**config.mk**
```make
export PLATFORM = sky130hd
export DESIGN_NAME = mem_writeback_unit_flat
export DESIGN_NICKNAME = d
export VERILOG_FILES = /design/src/rtl/mem_writeback_unit_if.sv /design/src/rtl/mem_writeback_unit.sv /design/src/flat_wrapper.sv
export SDC_FILE = /design/constraint.sdc
export NUM_CORES = 1
export LEC_CHECK = 0
export CORE_ASPECT_RATIO = 0.8
export CORE_UTILIZATION = 49
export CTS_CLUSTER_SIZE = 30
export DETAILED_ROUTE_END_ITERATION = 10
export PLACE_DENSITY = 0.88
export REMOVE_ABC_BUFFERS = 1
export SETUP_SLACK_MARGIN = 0.3
export SLEW_MARGIN = 20
export SYNTH_ARGS = -nofsm -noshare
export SYNTH_HDL_FRONTEND = slang
export SYNTH_SLANG_ARGS = --single-unit
```
**constraint.sdc**
```tcl
create_clock -name clk -period 4.3 [get_ports clk]
set_input_delay 0.645 -clock clk [delete_from_list [all_inputs] [get_ports clk]]
set_output_delay 0.645 -clock clk [all_outputs]
set_load 0.01 [all_outputs]
```
**src/rtl/mem_writeback_unit_if.sv**
```systemverilog
// Pipeline-latch to register-file writeback bus for mem_writeback_unit.
// Bypass signals (bypValid/bypRd/bypData) exist only when WB_BYPASS_EN is defined.
interface mem_writeback_unit_if;
  logic [31:0] alu;
  logic        aluToReg;
  logic [4:0]  rd;
  logic        doutBValid;
  logic [2:0]  loadFmt;
  logic [31:0] memRdata;
  logic        memRdataValid;
  logic        stall;
  logic        rfWe;
  logic [4:0]  rfWaddr;
  logic [31:0] rfWdata;
  logic        loadErr;
`ifdef WB_BYPASS_EN
  logic        bypValid;
  logic [4:0]  bypRd;
  logic [31:0] bypData;

  modport master (
    output alu, aluToReg, rd, doutBValid, loadFmt, memRdata, memRdataValid,
    input  stall, rfWe, rfWaddr, rfWdata, loadErr, bypValid, bypRd, bypData
  );
  modport slave (
    input  alu, aluToReg, rd, doutBValid, loadFmt, memRdata, memRdataValid,
    output stall, rfWe, rfWaddr, rfWdata, loadErr, bypValid, bypRd, bypData
  );
`else
  modport master (
    output alu, aluToReg, rd, doutBValid, loadFmt, memRdata, memRdataValid,
    input  stall, rfWe, rfWaddr, rfWdata, loadErr
  );
  modport slave (
    input  alu, aluToReg, rd, doutBValid, loadFmt, memRdata, memRdataValid,
    output stall, rfWe, rfWaddr, rfWdata, loadErr
  );
`endif
endinterface

```
**src/rtl/mem_writeback_unit.sv**
```systemverilog
// Writeback stage: waits on variable-latency load data, formats it and drives the register-file port.
// Optional macro WB_BYPASS_EN adds a combinational forwarding view of the next-edge write.
module mem_writeback_unit #(
  parameter int unsigned MEM_TIMEOUT = 15,
  parameter int unsigned CNT_W       = 8
) (
  input  logic           clk,
  input  logic           reset,
  mem_writeback_unit_if.slave bus
);

  localparam int unsigned RD_W   = 5;
  localparam int unsigned DATA_W = 32;
  localparam logic [CNT_W-1:0] LAST_WAIT = CNT_W'(MEM_TIMEOUT - 1);

  typedef enum logic {IDLE, WAIT} state_t;

  state_t              state, state_n;
  logic [CNT_W-1:0]    cnt, cnt_n;
  logic [RD_W-1:0]     cap_rd, cap_rd_n;
  logic [2:0]          cap_fmt, cap_fmt_n;
  logic [1:0]          cap_lane, cap_lane_n;
  logic                we_q, we_n;
  logic [RD_W-1:0]     waddr_q, waddr_n;
  logic [DATA_W-1:0]   wdata_q, wdata_n;
  logic                err_q, err_n;
  logic                stall_c;
  logic                commit;
  logic [RD_W-1:0]     src_rd;
  logic [2:0]          src_fmt;
  logic [1:0]          src_lane;
  logic [DATA_W-1:0]   ld_data;
  logic                ld_ok;

  function automatic logic [DATA_W-1:0] load_format(input logic [DATA_W-1:0] word,
                                                    input logic [1:0]        lane,
                                                    input logic [2:0]        f3);
    logic [7:0]  b;
    logic [15:0] h;
    b = word[{lane, 3'b000} +: 8];
    h = lane[1] ? word[31:16] : word[15:0];
    case (f3)
      3'b000:  load_format = {{24{b[7]}}, b};
      3'b001:  load_format = {{16{h[15]}}, h};
      3'b100:  load_format = {24'd0, b};
      3'b101:  load_format = {16'd0, h};
      default: load_format = word;
    endcase
  endfunction

  function automatic logic load_aligned(input logic [1:0] lane, input logic [2:0] f3);
    case (f3)
      3'b000, 3'b100: load_aligned = 1'b1;
      3'b001, 3'b101: load_aligned = ~lane[0];
      default:        load_aligned = (lane == 2'b00);
    endcase
  endfunction

  // In WAIT the latch may already hold garbage, so the captured copy drives formatting.
  always_comb begin
    src_rd   = (state == WAIT) ? cap_rd   : bus.rd;
    src_fmt  = (state == WAIT) ? cap_fmt  : bus.loadFmt;
    src_lane = (state == WAIT) ? cap_lane : bus.alu[1:0];
    ld_data  = load_format(bus.memRdata, src_lane, src_fmt);
    ld_ok    = load_aligned(src_lane, src_fmt);
  end

  always_comb begin
    state_n    = state;
    cnt_n      = cnt;
    cap_rd_n   = cap_rd;
    cap_fmt_n  = cap_fmt;
    cap_lane_n = cap_lane;
    we_n       = 1'b0;
    waddr_n    = waddr_q;
    wdata_n    = wdata_q;
    err_n      = 1'b0;
    stall_c    = 1'b0;
    commit     = 1'b0;

    case (state)
      IDLE: begin
        if (!bus.doutBValid) begin
          if (bus.aluToReg && (bus.rd != '0)) begin
            we_n    = 1'b1;
            waddr_n = bus.rd;
            wdata_n = bus.alu;
          end
        end else if (bus.memRdataValid) begin
          commit = 1'b1;
        end else begin
          stall_c    = 1'b1;
          cap_rd_n   = bus.rd;
          cap_fmt_n  = bus.loadFmt;
          cap_lane_n = bus.alu[1:0];
          cnt_n      = '0;
          state_n    = WAIT;
        end
      end
      WAIT: begin
        if (bus.memRdataValid) begin
          commit  = 1'b1;
          state_n = IDLE;
        end else if (cnt == LAST_WAIT) begin
          err_n   = 1'b1;
          state_n = IDLE;
        end else begin
          stall_c = 1'b1;
          cnt_n   = cnt + CNT_W'(1);
        end
      end
      default: state_n = IDLE;
    endcase

    // Misaligned loads report an error instead of writing; x0 loads are silently dropped.
    if (commit) begin
      if (!ld_ok) begin
        err_n = 1'b1;
      end else if (src_rd != '0) begin
        we_n    = 1'b1;
        waddr_n = src_rd;
        wdata_n = ld_data;
      end
    end
  end

  always_ff @(posedge clk) begin
    if (reset) begin
      state    <= IDLE;
      cnt      <= '0;
      cap_rd   <= '0;
      cap_fmt  <= '0;
      cap_lane <= '0;
      we_q     <= 1'b0;
      waddr_q  <= '0;
      wdata_q  <= '0;
      err_q    <= 1'b0;
    end else begin
      state    <= state_n;
      cnt      <= cnt_n;
      cap_rd   <= cap_rd_n;
      cap_fmt  <= cap_fmt_n;
      cap_lane <= cap_lane_n;
      we_q     <= we_n;
      waddr_q  <= waddr_n;
      wdata_q  <= wdata_n;
      err_q    <= err_n;
    end
  end

  assign bus.stall   = stall_c;
  assign bus.rfWe    = we_q;
  assign bus.rfWaddr = waddr_q;
  assign bus.rfWdata = wdata_q;
  assign bus.loadErr = err_q;

`ifdef WB_BYPASS_EN
  assign bus.bypValid = we_n && !stall_c && !reset;
  assign bus.bypRd    = waddr_n;
  assign bus.bypData  = wdata_n;
`endif

endmodule
```
**src/flat_wrapper.sv**
```systemverilog
// flat-port wrapper written by rule: the top's interface ports become plain ports
module mem_writeback_unit_flat 
#(
  parameter int unsigned MEM_TIMEOUT = 15,
  parameter int unsigned CNT_W       = 8
)
  (clk, reset, bus_alu, bus_aluToReg, bus_rd, bus_doutBValid, bus_loadFmt, bus_memRdata, bus_memRdataValid, bus_stall, bus_rfWe, bus_rfWaddr, bus_rfWdata, bus_loadErr);
  mem_writeback_unit_if bus_i ();
  input  logic clk;
  input  logic reset;
  input wire logic [$bits(bus_i.alu)-1:0] bus_alu;
  input wire logic [$bits(bus_i.aluToReg)-1:0] bus_aluToReg;
  input wire logic [$bits(bus_i.rd)-1:0] bus_rd;
  input wire logic [$bits(bus_i.doutBValid)-1:0] bus_doutBValid;
  input wire logic [$bits(bus_i.loadFmt)-1:0] bus_loadFmt;
  input wire logic [$bits(bus_i.memRdata)-1:0] bus_memRdata;
  input wire logic [$bits(bus_i.memRdataValid)-1:0] bus_memRdataValid;
  output wire logic [$bits(bus_i.stall)-1:0] bus_stall;
  output wire logic [$bits(bus_i.rfWe)-1:0] bus_rfWe;
  output wire logic [$bits(bus_i.rfWaddr)-1:0] bus_rfWaddr;
  output wire logic [$bits(bus_i.rfWdata)-1:0] bus_rfWdata;
  output wire logic [$bits(bus_i.loadErr)-1:0] bus_loadErr;
  assign bus_i.alu = bus_alu;
  assign bus_i.aluToReg = bus_aluToReg;
  assign bus_i.rd = bus_rd;
  assign bus_i.doutBValid = bus_doutBValid;
  assign bus_i.loadFmt = bus_loadFmt;
  assign bus_i.memRdata = bus_memRdata;
  assign bus_i.memRdataValid = bus_memRdataValid;
  assign bus_stall = bus_i.stall;
  assign bus_rfWe = bus_i.rfWe;
  assign bus_rfWaddr = bus_i.rfWaddr;
  assign bus_rfWdata = bus_i.rfWdata;
  assign bus_loadErr = bus_i.loadErr;
  mem_writeback_unit #(.MEM_TIMEOUT(MEM_TIMEOUT), .CNT_W(CNT_W)) u_core (.clk(clk), .reset(reset), .bus(bus_i));
endmodule
```
# == Word-level counts from Yosys, hierarchy flattened ==
# Cells that the tools add are included.
# totals
out_inout_bits,40
mem_bits_ro,0
inputBits,77
latch_bits,0
mem_count,0
regBits,58
word_cells,73
ramBits,0
# op_classes
order_cmp,0
n_shift,1
n_bitwise,3
eq_ne,8
muxes,42
n_reduce_logical,9
div_mod_pow,0
add_sub_neg,1
n_mul,0
# op_table
op,count
32-bit 2-to-1 mux,6
32-bit case mux with 4 select lines,1
5-bit 2-to-1 mux,7
8-bit 2-to-1 mux,4
32-bit by 6-bit indexed part select with 8-bit output,1
1-bit 2-to-1 mux,17
16-bit 2-to-1 mux,1
8-bit case mux with 2 select lines,1
5-bit nonzero test,2
8-bit by 1-bit adder with 8-bit output (second input constant),1
8-bit by 4-bit equality test with 1-bit output (second input constant),1
2-bit != test (second input constant),4
3-bit equality test (second input constant),2
1-bit case mux with 2 select lines,3
4-bit AND reduction,1
2-bit OR reduction,2
3-bit by 1-bit equality test with 1-bit output (second input constant),1
3-bit zero test,1
3-bit 2-to-1 mux,1
1-bit NOT,3
3-bit AND reduction,1
2-bit zero test,1
2-bit 2-to-1 mux,1
1-bit logical AND,1

# == Depth between registers and ports, before layout ==
# Gate-level depths: netlist of run 1.
# depth
word_depth,8
mapped_depth,9
mapped_depth_nobuf,6

# == Worst setup path before layout of run 1 ==
# No wires, ideal clock.
# synth_path
path_kind,input -> register
from,in bus_rd[3]
to,"reg u_core.wdata_q[21], in the netlist u_core.bus.rfWdata[21]"
path_buffers,1
arrival_ns,2.147
path_slack_ns,2.031
stages,6
path_cell_list,or4_4 > o21ba_1 > o221a_4 > o211a_2 > buf_6 > a311o_1
# synth_via
elab_chain_cells,8
# synth_rtl
item,line_no,text
start: declaration,flat_wrapper.sv:13,input wire logic [$bits(bus_i.rd)-1:0] bus_rd;
5-bit nonzero test,mem_writeback_unit.sv:84,if (bus.aluToReg && (bus.rd != '0)) begin
1-bit logical AND,mem_writeback_unit.sv:84,
32-bit 2-to-1 mux,mem_writeback_unit.sv:84,
32-bit 2-to-1 mux,mem_writeback_unit.sv:83,if (!bus.doutBValid) begin
32-bit 2-to-1 mux,mem_writeback_unit.sv:81,case (state)
32-bit 2-to-1 mux,mem_writeback_unit.sv:119,end else if (src_rd != '0) begin
32-bit 2-to-1 mux,mem_writeback_unit.sv:117,if (!ld_ok) begin
32-bit 2-to-1 mux *,mem_writeback_unit.sv:116,if (commit) begin
end signal: assignment,mem_writeback_unit.sv:146,wdata_q <= wdata_n;
end: declaration,mem_writeback_unit.sv:25,"logic [DATA_W-1:0] wdata_q, wdata_n;"
# Mark *: on every way between the ends. The rest lies on a longest branch, timed or not.
# A chain may end at the register's enable or synchronous reset.

# == Final worst setup path of run 1 ==
# layout_path
from,in bus_memRdataValid
to,out bus_stall
# layout_via
elab_chain_cells,3
# layout_rtl
item,line_no,text
start: declaration,flat_wrapper.sv:17,input wire logic [$bits(bus_i.memRdataValid)-1:0] bus_memRdataValid;
1-bit 2-to-1 mux,mem_writeback_unit.sv:89,end else if (bus.memRdataValid) begin
1-bit 2-to-1 mux,mem_writeback_unit.sv:83,
1-bit case mux with 2 select lines *,mem_writeback_unit.sv:81,
end: declaration,flat_wrapper.sv:18,output wire logic [$bits(bus_i.stall)-1:0] bus_stall;
# Marks and branches as above.

==> impl_metrics.json, run 1 <==
{
  "status": "finished clean",
  "routed.top_layer": "met4",
  "worst_ep_arrival_time_ps": 2670,
  "dr_wl_met2_um": 4730,
  "hold_viol": 0,
  "cp-endpoint": "bus_stall",
  "synthAdderAreaFrac_pct": 0.765,
  "core_um2": 6410,
  "swShare_pct": 27.4,
  "hp-start": "u_core.cnt[3]",
  "register_area_um2": 1160,
  "ios": 117,
  "via_per_inst": 6.02,
  "cts_inserted_buffers": 9,
  "ys_ff_latch": 58,
  "min_path_type": "reg -> reg",
  "drtIter0Drc": 316,
  "power_frac_seq_pct": 39.1,
  "cts_root_buf": "clkbuf_8",
  "multiInputGateArea_um2": 1910,
  "rrSetupSlack_ps": 1490,
  "clockPowerShare_pct": 37.2,
  "path_class": "in -> out",
  "num-nets-final": 544,
  "synth_top_flop_cell": "dfxtp_1",
  "clk_latency_ps": 350,
  "routed_wl_um": 10000,
  "max-slew-margin-rel_pct": 46.4,
  "yosysSeqAreaShare_pct": 35.5,
  "crit_fanout": 9,
  "diodes": 0,
  "clock_path_buffers": 2,
  "synth.area.mux_share_pct": 17.9,
  "setup_viol": 0,
  "worstMarginPinSlew_ps": 781,
  "grt_pass1_wl_um": 15500,
  "clock_skew_ps": 15.4,
  "cpMaxStageDelayCell": "clkdlybuf4s50_1",
  "grt_use_total_pct": 29.2,
  "min_period_ps": 3310,
  "dieHeight_um": 75.1,
  "drcViolationCount": 0,
  "ctsHtreeMaxLevel": 3,
  "ir_worst_vdd_uv": 186,
  "maxCapViolCount": 0,
  "critical_path_buf_inv_count": 2,
  "layout_commonest_cell": "clkdlybuf4s50_1",
  "cts.sinks": 58,
  "p_leak_nw": 1.89,
  "synth.yosys.warnings": 0,
  "syn_avg_cell_area_um2": 9.16,
  "synthDistinctLibCells": 53,
  "drive_gt1_share_pct": 7.87,
  "clkTransAtPathRegs_ps": 60,
  "grt_max_degree": 55,
  "m1WireLength_um": 4230,
  "cts_tree": "done",
  "fmax_mhz": 302,
  "synth-edff-count": 0,
  "placed_cell_area_um2": 4430,
  "initial_utilization_pct": 51.1,
  "slew_violations": 0,
  "wire_per_inst_um": 18.1,
  "ctsHoldBuffers": 0,
  "p_comb_share_pct": 23.7,
  "reg2reg_depth": 7,
  "grt_pass1_vias": 3173,
  "hpwl_um": 7190,
  "synth-simple-area-share_pct": 15.2,
  "nFillCells": 490,
  "antenna_found_initial": 0,
  "synth_compound_area_share_pct": 22.7,
  "rsz0062_at_grt": "false",
  "vias": 3337,
  "ctsResizeCount": 0,
  "internal_power_mw": 1.11,
  "dr.pass1.iters": 5,
  "port_buffers": 116,
  "powerDensity_nw_per_um2": 328,
  "synth_xor_area_share_pct": 1.61,
  "switchingPower_uw": 418,
  "cpPeakStageDelay_ps": 660,
  "final_cell_mix": "115 x clkdlybuf4s50_1, 58 x dfxtp_1, 55 x mux2i_1",
  "r2r_start": "u_core.state",
  "crit_path_end_kind": "output port",
  "syn_inst": 357,
  "die_width_um": 93.4,
  "syn-cell-area_um2": 3270,
  "cp-startpoint": "bus_memRdataValid",
  "required_ps": 3650,
  "path_depth": 4,
  "dr_wl_met3_um": 942,
  "gp_congestion": 0.858,
  "crit_path_cell_trace": "clkdlybuf4s50_1, o21bai_1, a41oi_1, clkdlybuf4s50_1",
  "startpoint_type": "input port",
  "cpLargestDelayFamily": "buffers and inverters",
  "total_power_mw": 1.53,
  "timing.rr.end": "u_core.bus.rfWdata[4]",
  "synth_top_family_by_area": "compound AO/OA/AOI/OAI gates",
  "area_growth_pct": 42.1,
  "post_cts_buffers": 0,
  "period_share_pct": 77.1,
  "rows": 26,
  "overflow": 0,
  "fin_area_um2": 4650,
  "dieArea_um2": 7010,
  "tns_ps": 0,
  "drt.antenna.violating_nets": 0,
  "async_flop_share_pct": 0,
  "critPathMostFrequentCell": "clkdlybuf4s50_1"
}
[area by class of cell]
cell class	count	area share (%)
tap	84	2.26
clock inverter	5	1.67
sequential	58	25.0
timing repair buffer	124	26.2
inverter	10	0.807
clock buffer	11	3.04
multi-input combinational	262	41.1
[worst min-delay path by stage]
| stage | endpoint | slack (ps) | cells after the start |
|---|---|---|---|
| global route | u_core.cnt[0] | 560 | 2 |
| finish | u_core.cnt[3] | 520 | 2 |
| floorplan | u_core.cap_fmt[2] | 460 | 2 |
| detailed placement | u_core.cap_fmt[2] | 490 | 2 |
| CTS | u_core.cap_fmt[2] | 520 | 2 |
| global placement | u_core.cap_fmt[2] | 480 | 2 |
[kinds of logic after synthesis]
family | Yosys count
AND/OR/NAND/NOR | 103
multiplexers | 57
flip-flops | 58
adder cells (fa/ha/maj) | 2
XOR/XNOR | 6
buffers and inverters | 37
AO/OA/AOI/OAI | 94
[cell usage after synthesis (5+ instances only)]
library cell	number	area share, %
a221oi_1	10	2.7
clkbuf_1	8	0.92
a21oi_1	15	2.3
buf_2	5	0.76
nand2_1	19	2.2
dfxtp_1	58	35
o22ai_1	6	1.1
xor2_1	6	1.6
nor3_1	22	3.4
inv_1	10	1.1
a211oi_1	13	3.0
nor2_1	32	3.7
buf_6	7	2.4
a311o_1	16	4.9
mux2i_1	55	17
a22oi_1	8	1.8
nor2b_1	5	0.96
o21ai_0	5	0.76
[worst reg2reg max path, cell delays in order (launching register included)]
cell	delay [ps]
dfxtp_1	670
buf_4	330
nor3_1	100
or2_2	330
o221ai_2	630
buf_4	340
a211oi_1	70
a211oi_1	250
[routing by layer]
metal / vias to the layer above / global-route usage, %
met5: - / 0
met4: 0 / 8.38
met3: 20 / 11.1
met2: 171 / 46.3
met1: 1587 / 37.3
li1: 1559 / -
[power by group through the flow]
| stage | combinational (mW) | sequential, mW | clock [mW] |
|---|---|---|---|
| after global routing | 0.385 | 0.601 | 0.602 |
| after floorplan | 0.148 | 0.620 | 0 |
| after global placement | 0.344 | 0.607 | 0 |
| after CTS | 0.357 | 0.596 | 0.573 |
| after detailed placement | 0.354 | 0.608 | 0 |
| final | 0.362 | 0.597 | 0.569 |
[per-stage QoR]
stage,instances,hold slack [ps],utilization (%),setup WS [ps]
floorplan,330,461,-,956
global placement,538,476,69.1,1080
detailed placement,538,494,69.1,1020
CTS,554,522,72.5,1010
global route,554,556,72.6,867
finish,554,524,72.6,986
[registers in the layout, summed over array words and instances (netlist names)]
register	count
u_core.bus.loadErr	1
u_core.state	1
u_core.bus.rfWdata	32
u_core.cap_fmt	3
u_core.cnt	8
u_core.cap_lane	2
u_core.bus.rfWaddr	5
u_core.cap_rd	5
u_core.bus.rfWe	1
Note: power is estimated with default switching activity, not from simulation.
==> run 2: changes to the inputs <==
--- a/config.mk
+++ b/config.mk
@@ -6,10 +6,10 @@
 export NUM_CORES = 1
 export LEC_CHECK = 0
 export CORE_ASPECT_RATIO = 0.8
-export CORE_UTILIZATION = 49
+export CORE_UTILIZATION = 41
 export CTS_CLUSTER_SIZE = 30
 export DETAILED_ROUTE_END_ITERATION = 10
-export PLACE_DENSITY = 0.88
+export PLACE_DENSITY = 0.79
 export REMOVE_ABC_BUFFERS = 1
 export SETUP_SLACK_MARGIN = 0.3
 export SLEW_MARGIN = 20
==> constraint.sdc (replaced) <==
create_clock -name clk -period 2.9 [get_ports clk]
set_input_delay 0.435 -clock clk [delete_from_list [all_inputs] [get_ports clk]]
set_output_delay 0.435 -clock clk [all_outputs]
set_load 0.01 [all_outputs]
==> run 2 against run 1 <==
Final cell count up 5.2%; via count down 0.84%; count of clock-buffer cells in the layout up 1; sequential cell count unchanged; die area up 19%.
==> impl_metrics.json, run 2 (same netlist as run 1, synthesis figures left out) <==
{
  "status": "finished clean",
  "initial_utilization_pct": 43.2,
  "startpoint_type": "flop",
  "slew_violations": 0,
  "cpPeakStageDelay_ps": 570,
  "dr.pass1.iters": 7,
  "ctsResizeCount": 0,
  "r2r_start": "u_core.state",
  "cts.sinks": 58,
  "grt_pass1_vias": 3199,
  "path_depth": 4,
  "path_class": "reg -> out",
  "grt_use_total_pct": 24.9,
  "worst_ep_arrival_time_ps": 1990,
  "largest_register_ffs": 32,
  "drive_gt1_share_pct": 9.21,
  "via_per_inst": 5.68,
  "cts_root_buf": "clkbuf_8",
  "hp-start": "u_core.cap_fmt[2]",
  "clock_skew_ps": 7.30,
  "drcViolationCount": 0,
  "min_period_ps": 2420,
  "overflow": 0,
  "hold_ws_ps": 504,
  "rows": 28,
  "ctsHtreeMaxLevel": 3,
  "core_um2": 7570,
  "diodes": 0,
  "grt_pass1_wl_um": 15800,
  "port_buffers": 116,
  "layout_commonest_cell": "clkdlybuf4s50_1",
  "gp_congestion": 0.871,
  "period_share_pct": 83.6,
  "cts_inserted_buffers": 9,
  "cpLargestDelayFamily": "buffers and inverters",
  "p_leak_nw": 1.94,
  "wire_per_inst_um": 17.3,
  "grt_max_degree": 35,
  "vias": 3309,
  "ios": 117,
  "post_cts_buffers": 0,
  "powerDensity_nw_per_um2": 456,
  "fmax_mhz": 413,
  "rrSetupSlack_ps": 660,
  "dieHeight_um": 81.9,
  "timing.rr.end": "u_core.bus.rfWdata[28]",
  "crit_path_end_kind": "output port",
  "crit_path_cell_trace": "buf_4, o21bai_1, a41oi_1, clkdlybuf4s50_1",
  "drt.antenna.violating_nets": 0,
  "cpMaxStageDelayCell": "clkdlybuf4s50_1",
  "die_width_um": 102,
  "final_cell_mix": "115 x clkdlybuf4s50_1, 57 x dfxtp_1, 55 x mux2i_1",
  "reg2reg_depth": 6,
  "hpwl_um": 7450,
  "total_power_mw": 2.16,
  "clock_path_buffers": 2,
  "drtIter0Drc": 130,
  "routed_wl_um": 10100,
  "cts_tree": "done",
  "max-slew-margin-rel_pct": 29.8,
  "min_path_type": "reg -> reg",
  "hold_viol": 0,
  "setup_viol": 0,
  "antenna_found_initial": 0,
  "rsz0062_at_grt": "false",
  "cp-endpoint": "bus_stall",
  "clk_latency_ps": 340,
  "clkTransAtPathRegs_ps": 60,
  "required_ps": 2470,
  "area_growth_pct": 44.7,
  "num-nets-final": 553,
  "worstMarginPinSlew_ps": 1050,
  "maxCapViolCount": 0,
  "ctsHoldBuffers": 0,
  "cp-startpoint": "u_core.state",
  "critical_path_buf_inv_count": 2,
  "dieArea_um2": 8340,
  "crit_fanout": 18,
  "ir_worst_vdd_uv": 237
}
run 2: worst min path at each step:
stage                                    to  slack [ps]  depth (start not counted)
after CTS                 u_core.cap_fmt[2]         510                          2
after detailed placement  u_core.cap_fmt[2]         490                          2
final                     u_core.cap_fmt[2]         500                          2
after global routing      u_core.cap_fmt[2]         540                          2
after global placement    u_core.cap_fmt[2]         480                          2
after floorplan           u_core.cap_fmt[2]         460                          2
run 2: power breakdown:
group          internal (mW)  switching, mW
clock network          0.413          0.315
registers              0.851         0.0347
logic                  0.303          0.244
run 2: tightest hold or removal path, stage by stage (launching register included):
cell	delay, ps
dfxtp_1	330
mux2i_1	60
nor2_1	80
run 2: layer usage:
layer	part of all wire, %	wire length [µm]	GRT usage [%]	vias up
met5	0	0	0	-
li1	-	-	-	1577
met4	1.0	103	7.43	0
met2	46	4620	39.8	142
met3	7.7	781	7.83	12
met1	45	4580	32.2	1578
run 2: area by class of cell:
type,instances,area [µm²]
Sequential cell,58,1160
Timing Repair Buffer,133,1310
Clock buffer,12,145
Tap cell,105,131
Multi-Input combinational cell,262,1910
Inverter,10,37.5
Clock inverter,3,40.0
Fill cell,660,2830
run 2: per-stage QoR:
stage          util (%)  std cells  area [µm²]  setup WS, ps  TNS [ps]
3_5_place_dp       60.1        568        4550           167         0
3_3_place_gp       60.1        568        4550           233         0
4_1_cts            62.5        583        4730           355         0
5_1_grt            62.6        583        4730           376         0
6_report           62.6        583        4730           477         0
2_1_floorplan         -        330        3100          -234     -4340
